==> src/rtl/direction_controller_pkg.sv <==
// Shared direction codes, debounce default and press-priority helper for direction_controller.
`ifndef DIRECTION_CONTROLLER_DEFINES
`define DIRECTION_CONTROLLER_DEFINES
`define LEFT_DIR  2'd0
`define TOP_DIR   2'd1
`define RIGHT_DIR 2'd2
`define DOWN_DIR  2'd3
// LEFT<->RIGHT and TOP<->DOWN differ only in bit 1 with this encoding.
`define DIR_OPPOSITE(d) ((d) ^ 2'd2)
`define DEBOUNCE_CYCLES_DEFAULT 250000
`endif

package direction_controller_pkg;

    localparam int unsigned NUM_BTN = 4;

    // Press vector is {up, down, left, right}; highest bit wins.
    function automatic logic [1:0] press_priority(input logic [NUM_BTN-1:0] p);
        if (p[3]) begin
            return `TOP_DIR;
        end else if (p[2]) begin
            return `DOWN_DIR;
        end else if (p[1]) begin
            return `LEFT_DIR;
        end
        return `RIGHT_DIR;
    endfunction

endpackage

==> src/rtl/button_debounce.sv <==
// One push-button: 2-FF synchronizer, stable-count debouncer and registered rising-edge pulse.
module button_debounce #(
    parameter int unsigned DEBOUNCE_CYCLES = `DEBOUNCE_CYCLES_DEFAULT,
    parameter int unsigned CNT_W           = 18
) (
    input  logic vga_clk,
    input  logic reset,
    input  logic btn_raw,
    output logic press
);

    localparam logic [CNT_W-1:0] CNT_LAST = CNT_W'(DEBOUNCE_CYCLES - 1);

    logic [1:0]       sync_q;
    logic             level_q, level_d;
    logic [CNT_W-1:0] cnt_q, cnt_d;
    logic             press_q;

    // Any cycle where the synced input agrees with the level restarts the count.
    always_comb begin
        cnt_d   = '0;
        level_d = level_q;
        if (sync_q[1] != level_q) begin
            if (cnt_q == CNT_LAST) begin
                level_d = ~level_q;
            end else begin
                cnt_d = cnt_q + 1'b1;
            end
        end
    end

    always_ff @(posedge vga_clk) begin
        if (reset) begin
            sync_q  <= '0;
            level_q <= 1'b0;
            cnt_q   <= '0;
            press_q <= 1'b0;
        end else begin
            sync_q  <= {sync_q[0], btn_raw};
            level_q <= level_d;
            cnt_q   <= cnt_d;
            press_q <= level_d & ~level_q;
        end
    end

    assign press = press_q;

endmodule

==> src/rtl/direction_controller.sv <==
// Button-to-heading controller for the snake game; commits at most one turn per update_tick.
// Define DIR_QUEUE2_EN to buffer up to two pending turns instead of one.
module direction_controller
    import direction_controller_pkg::*;
#(
    parameter int unsigned DEBOUNCE_CYCLES = `DEBOUNCE_CYCLES_DEFAULT,
    parameter int unsigned CNT_W           = 18,
    parameter logic [1:0]  RESET_DIR       = `RIGHT_DIR
) (
    input  logic       vga_clk,
    input  logic       reset,
    input  logic       btn_up,
    input  logic       btn_down,
    input  logic       btn_left,
    input  logic       btn_right,
    input  logic       update_tick,
    input  logic       game_over,
    output logic [0:1] direction,
    output logic       pending_valid,
    output logic       turn_rejected
);

    logic [NUM_BTN-1:0] press;
    logic [1:0]         sel_dir, ref_dir;
    logic               press_any;
    logic [1:0]         dir_q, dir_d;
    logic               rej_q, rej_d;

    button_debounce #(.DEBOUNCE_CYCLES(DEBOUNCE_CYCLES), .CNT_W(CNT_W)) u_deb_up (
        .vga_clk(vga_clk), .reset(reset), .btn_raw(btn_up), .press(press[3])
    );
    button_debounce #(.DEBOUNCE_CYCLES(DEBOUNCE_CYCLES), .CNT_W(CNT_W)) u_deb_down (
        .vga_clk(vga_clk), .reset(reset), .btn_raw(btn_down), .press(press[2])
    );
    button_debounce #(.DEBOUNCE_CYCLES(DEBOUNCE_CYCLES), .CNT_W(CNT_W)) u_deb_left (
        .vga_clk(vga_clk), .reset(reset), .btn_raw(btn_left), .press(press[1])
    );
    button_debounce #(.DEBOUNCE_CYCLES(DEBOUNCE_CYCLES), .CNT_W(CNT_W)) u_deb_right (
        .vga_clk(vga_clk), .reset(reset), .btn_raw(btn_right), .press(press[0])
    );

    assign press_any = |press;
    assign sel_dir   = press_priority(press);

`ifdef DIR_QUEUE2_EN
    logic [1:0] fifo_q [2];
    logic [1:0] fifo_d [2];
    logic [1:0] fcnt_q, fcnt_d;

    // Reference is the newest queued turn (tail), or the live heading when empty.
    assign ref_dir = (fcnt_q == 2'd0) ? dir_q : fifo_q[fcnt_q[1]];

    always_comb begin
        dir_d     = dir_q;
        rej_d     = 1'b0;
        fifo_d[0] = fifo_q[0];
        fifo_d[1] = fifo_q[1];
        fcnt_d    = fcnt_q;
        if (game_over) begin
            fcnt_d = 2'd0;
        end else begin
            if (update_tick && (fcnt_q != 2'd0)) begin
                dir_d     = fifo_q[0];
                fifo_d[0] = fifo_q[1];
                fcnt_d    = fcnt_q - 2'd1;
            end
            if (press_any) begin
                if ((sel_dir == ref_dir) || (sel_dir == `DIR_OPPOSITE(ref_dir))) begin
                    rej_d = 1'b1;
                end else if (fcnt_d == 2'd2) begin
                    fifo_d[1] = sel_dir;
                end else begin
                    fifo_d[fcnt_d[0]] = sel_dir;
                    fcnt_d            = fcnt_d + 2'd1;
                end
            end
        end
    end

    always_ff @(posedge vga_clk) begin
        if (reset) begin
            fifo_q[0] <= RESET_DIR;
            fifo_q[1] <= RESET_DIR;
            fcnt_q    <= 2'd0;
        end else begin
            fifo_q[0] <= fifo_d[0];
            fifo_q[1] <= fifo_d[1];
            fcnt_q    <= fcnt_d;
        end
    end

    assign pending_valid = (fcnt_q != 2'd0);
`else
    logic [1:0] pend_dir_q, pend_dir_d;
    logic       pend_valid_q, pend_valid_d;

    // When a tick commits, the pending turn is also the heading being committed.
    assign ref_dir = pend_valid_q ? pend_dir_q : dir_q;

    always_comb begin
        dir_d        = dir_q;
        rej_d        = 1'b0;
        pend_dir_d   = pend_dir_q;
        pend_valid_d = pend_valid_q;
        if (game_over) begin
            pend_valid_d = 1'b0;
        end else begin
            if (update_tick && pend_valid_q) begin
                dir_d        = pend_dir_q;
                pend_valid_d = 1'b0;
            end
            if (press_any) begin
                if ((sel_dir == ref_dir) || (sel_dir == `DIR_OPPOSITE(ref_dir))) begin
                    rej_d = 1'b1;
                end else begin
                    pend_dir_d   = sel_dir;
                    pend_valid_d = 1'b1;
                end
            end
        end
    end

    always_ff @(posedge vga_clk) begin
        if (reset) begin
            pend_dir_q   <= RESET_DIR;
            pend_valid_q <= 1'b0;
        end else begin
            pend_dir_q   <= pend_dir_d;
            pend_valid_q <= pend_valid_d;
        end
    end

    assign pending_valid = pend_valid_q;
`endif

    always_ff @(posedge vga_clk) begin
        if (reset) begin
            dir_q <= RESET_DIR;
            rej_q <= 1'b0;
        end else begin
            dir_q <= dir_d;
            rej_q <= rej_d;
        end
    end

    assign direction     = dir_q;
    assign turn_rejected = rej_q;

endmodule
==> config.mk <==
export PLATFORM = sky130hd
export DESIGN_NAME = direction_controller
export DESIGN_NICKNAME = d
export VERILOG_FILES = /design/src/rtl/direction_controller_pkg.sv /design/src/rtl/button_debounce.sv /design/src/rtl/direction_controller.sv
export SDC_FILE = /design/constraint.sdc
export NUM_CORES = 1
export LEC_CHECK = 0
export BUFFER_PORTS_ARGS = -buffer_cell sky130_fd_sc_hd__buf_2
export CORE_ASPECT_RATIO = 0.7
export CORE_MARGIN = 2
export CORE_UTILIZATION = 34
export DETAILED_ROUTE_END_ITERATION = 16
export GPL_TIMING_DRIVEN = 0
export PLACE_DENSITY = 0.53
export SLEW_MARGIN = 10
export SYNTH_ARGS = -nofsm -noshare
export SYNTH_HDL_FRONTEND = slang
export SYNTH_SLANG_ARGS = --single-unit
==> constraint.sdc <==
create_clock -name vga_clk -period 5.05 [get_ports vga_clk]
set_input_delay 1.2625 -clock vga_clk [delete_from_list [all_inputs] [get_ports vga_clk]]
set_output_delay 1.2625 -clock vga_clk [all_outputs]
set_load 0.02 [all_outputs]
==> flow_results.xml <==
<?xml version="1.0" encoding="UTF-8"?>
<metrics>
  <group name="critical_path">
    <metric name="worstPathCellList" unit="">buf_2 -&gt; clkbuf_1 -&gt; nor2_1 -&gt; o41ai_2 -&gt; buf_2 -&gt; nor2_1</metric>
    <metric name="setup.worst_path.start" unit="">reset</metric>
    <metric name="cp_top_family" unit="">buffers and inverters</metric>
    <metric name="r2r_setup_slack" unit="ps">2920</metric>
    <metric name="worst-r2r-cell-count" unit="">6</metric>
    <metric name="crit_fanout" unit="">10</metric>
    <metric name="endpoint" unit="">u_deb_right.cnt_q[10]</metric>
    <metric name="r2r-start" unit="">u_deb_right.cnt_q[0]</metric>
    <metric name="critPathBufInv" unit="">3</metric>
    <metric name="reg2reg_to" unit="">u_deb_right.cnt_q[10]</metric>
    <metric name="critPathArrivalTime" unit="ps">2430</metric>
    <metric name="crit_end_element" unit="">flop</metric>
    <metric name="startpoint_type" unit="">primary input</metric>
    <metric name="timing.critical_path.depth" unit="">6</metric>
    <metric name="critPathSlowestCell" unit="">sky130_fd_sc_hd__buf_2</metric>
    <metric name="wp_data_required" unit="ps">5270</metric>
    <metric name="worstSetupPathType" unit="">in -&gt; reg</metric>
    <metric name="max_stage_delay" unit="ps">340</metric>
  </group>
  <group name="placed_design">
    <metric name="gp_routability_congestion" unit="">0.7986</metric>
    <metric name="placed_area" unit="um2">4392</metric>
    <metric name="dp.final_hpwl" unit="um">5613</metric>
    <metric name="io_buffers" unit="">11</metric>
  </group>
  <group name="logic_synthesis">
    <metric name="asyncSetResetFlopFracSynth" unit="%">0</metric>
    <metric name="netlist.top_cell.by_area" unit="">sky130_fd_sc_hd__dfxtp_1</metric>
    <metric name="synthFlopType" unit="">sky130_fd_sc_hd__dfxtp_1</metric>
    <metric name="count_of_warnings_emitted_by_yosys" unit="">0</metric>
    <metric name="synthTopCellsByCount" unit="">sky130_fd_sc_hd__dfxtp_1 (94), sky130_fd_sc_hd__nor2_1 (66), sky130_fd_sc_hd__xnor2_1 (43)</metric>
    <metric name="seq_area_frac_synth" unit="%">45.45</metric>
    <metric name="yosysUniqueCellTypes" unit="">44</metric>
    <metric name="synth_top_cells_by_area" unit="">sky130_fd_sc_hd__dfxtp_1 (45%), sky130_fd_sc_hd__xnor2_1 (9.1%), sky130_fd_sc_hd__nor2_1 (6.0%)</metric>
    <metric name="synth_edf_count" unit="">0</metric>
    <metric name="netlist_instances" unit="">456</metric>
    <metric name="post_synth_instance_area" unit="um2">4140</metric>
    <metric name="net_count_after_synthesis" unit="">468</metric>
    <metric name="yosys.cell_count.top_type" unit="">sky130_fd_sc_hd__dfxtp_1</metric>
    <metric name="synthDominantCellAreaShare" unit="%">45.45</metric>
    <metric name="post_synth.cell_area_avg" unit="um2">9.079</metric>
    <metric name="number_of_flip_flops_and_latches_in_the_synthesized_netlist" unit="">94</metric>
  </group>
  <group name="status">
    <metric name="status" unit="">finished clean</metric>
  </group>
  <group name="die">
    <metric name="core_region_area" unit="um2">11810</metric>
    <metric name="floorplan.initialDensity" unit="%">35.06</metric>
    <metric name="die_h" unit="um">96.33</metric>
    <metric name="design.die.area" unit="um2">13090</metric>
    <metric name="io_pins" unit="">12</metric>
    <metric name="placement_rows" unit="">33</metric>
    <metric name="fp.dieW" unit="um">135.9</metric>
  </group>
  <group name="route">
    <metric name="drt-pass1-iter-count" unit="">4</metric>
    <metric name="detail_route.iter0.violations" unit="">138</metric>
    <metric name="antenna_left" unit="">0</metric>
    <metric name="route.vias.total" unit="">3122</metric>
    <metric name="routed_wirelength" unit="um">7733</metric>
    <metric name="routed_wire_per_std_cell" unit="um">12.08</metric>
    <metric name="drc" unit="">0</metric>
    <metric name="vias_cell" unit="">4.878</metric>
  </group>
  <group name="clocking">
    <metric name="clkTransAtPathRegs" unit="ps">60</metric>
    <metric name="cts_hold_repair.buffers" unit="">0</metric>
    <metric name="cts-root-buf" unit="">sky130_fd_sc_hd__clkbuf_16</metric>
    <metric name="clock_sinks" unit="">94</metric>
    <metric name="clk-insertion-delay-late" unit="ps">340</metric>
    <metric name="number_of_setup_buffers_added_after_cts" unit="">0</metric>
    <metric name="cts-resized-gates" unit="">0</metric>
    <metric name="clock_tree_from_tritoncts" unit="">built</metric>
    <metric name="htreeDepth" unit="">3</metric>
    <metric name="ctsLongestPathBuffers" unit="">2</metric>
    <metric name="numCtsBuffers" unit="">9</metric>
  </group>
  <group name="global_route">
    <metric name="first_global_vias" unit="">2877</metric>
    <metric name="global_route_wire_length_before_repair" unit="um">13450</metric>
    <metric name="pin_count_of_the_biggest_net_entering_global_routing" unit="">16</metric>
    <metric name="antenna_found_initial" unit="">0</metric>
    <metric name="global_route.usage.total" unit="%">12.92</metric>
    <metric name="grt_remaining_overflow" unit="">0</metric>
  </group>
  <group name="finish">
    <metric name="design_area" unit="um2">4702</metric>
    <metric name="final_nets" unit="">490</metric>
    <metric name="postLayoutCoreUtil" unit="%">39.82</metric>
    <metric name="area_growth_syn_to_layout" unit="%">13.57</metric>
    <metric name="antenna_cells_inserted" unit="">0</metric>
    <metric name="layout-drive-gt1-share" unit="%">12.22</metric>
  </group>
  <group name="min_path">
    <metric name="min_path_type" unit="">reg -&gt; reg</metric>
    <metric name="hold_start" unit="">u_deb_left.sync_q[0]</metric>
  </group>
  <group name="timing">
    <metric name="maxSlewHeadroom" unit="%">53.95</metric>
    <metric name="finalSetupViolations" unit="">0</metric>
    <metric name="unrepaired_setup_endpoints_after_global_routing" unit="">false</metric>
    <metric name="timing_worst_slew_pin_value" unit="ps">683.3</metric>
    <metric name="finalClockSkew" unit="ps">8.790</metric>
    <metric name="slew_viol_final" unit="">0</metric>
    <metric name="fmax" unit="MHz">452.4</metric>
    <metric name="min_period_over_period" unit="%">43.77</metric>
    <metric name="hold_ws" unit="ps">436.7</metric>
    <metric name="finalHoldViolCount" unit="">0</metric>
    <metric name="final.setup.tns" unit="ps">0</metric>
    <metric name="final.min_clock_period" unit="ps">2210</metric>
  </group>
  <group name="power_and_ir_drop">
    <metric name="total_power" unit="W">0.001458</metric>
    <metric name="max-vdd-ir-drop" unit="mV">0.1880</metric>
    <metric name="leakagePower" unit="nW">1.410</metric>
    <metric name="p_per_area" unit="nW/um2">310.2</metric>
  </group>
  <group name="job">
    <metric name="cap_viol_max_count" unit="">0</metric>
  </group>
</metrics>
registers in the layout (all words and copies together) (netlist names):
| register | flops |
|---|---|
| direction | 2 |
| pend_dir_q | 2 |
| pending_valid | 1 |
| turn_rejected | 1 |
| u_deb_down.cnt_q | 18 |
| u_deb_down.level_q | 1 |
| u_deb_down.press | 1 |
| u_deb_down.sync_q | 2 |
| u_deb_left.cnt_q | 18 |
| u_deb_left.level_q | 1 |
| u_deb_left.press | 1 |
| u_deb_left.sync_q | 2 |
| u_deb_right.cnt_q | 18 |
| u_deb_right.level_q | 1 |
| u_deb_right.press | 1 |
| u_deb_right.sync_q | 2 |
| u_deb_up.cnt_q | 18 |
| u_deb_up.level_q | 1 |
| u_deb_up.press | 1 |
| u_deb_up.sync_q | 2 |
worst min-delay path by stage:
stage	end	slack, ps	cells after the start
global route	u_deb_down.sync_q[1]	460	1
finish	u_deb_left.sync_q[1]	440	1
floorplan	u_deb_down.sync_q[1]	410	1
CTS	u_deb_left.sync_q[1]	440	1
global placement	u_deb_right.sync_q[1]	420	1
detailed placement	u_deb_down.sync_q[1]	430	1
cell type report:
class                      count  area [um2]
tap                          157       196.4
inverter                       9       33.78
sequential                    94        1882
clock buffer                  11       252.7
multi-input combinational    340        2145
fill                        1199        7107
timing repair buffer          11       55.05
clock inverter                 5       57.56
buffer                        13       80.08
power breakdown:
| part | internal, W | total, W | switching [W] |
|---|---|---|---|
| Clock | 0.000410 | 0.000689 | 0.000280 |
| Combinational | 0.00000890 | 0.0000217 | 0.0000128 |
| Sequential | 0.000745 | 0.000747 | 0.00000223 |
| Total | 0.00116 | 0.00146 | 0.000295 |
per-layer routing:
metal / wire length (um) / global-route usage [%]
met1: 4329 / 18.27
met2: 3057 / 18.98
met3: 248 / 3.897
met4: 98 / 3.646
met5: 0 / 0
stage by stage:
stage	std cells	setup WS, ps
after floorplan	456	2920
after global placement	624	2531
after global routing	640	2703
after detailed placement	624	2494
after CTS	640	2830
final	640	2840
kinds of logic (layout without fill, tap and decap cells):
kind of cell	after synthesis	in the layout	synth area share [%]
AOI/OAI and AO/OA	32	32	4.956
xor gates and xnor gates	59	59	12.48
adders and majority gates	4	4	1.209
buffers and inverters	22	49	2.750
DFF	94	94	45.45
muxes	8	8	1.964
and+or+nand+nor	237	237	31.19
cells in the final DEF, fill, tap and decap left out, drive strengths merged, types with 8 or more instances in the layout:
cell	netlist	routed
nand2b	8	8
nor2	76	76
buf	8	19
o21ai	12	12
and3	8	8
nor4	19	19
xor2	16	16
xnor2	43	43
a21oi	13	13
inv	9	9
dfxtp	94	94
clkbuf	5	16
nand4	22	22
nor2b	10	10
nand2	20	20
nand3	28	28
nor3	16	16
No activity file was read; power rests on OpenSTA's default activity.
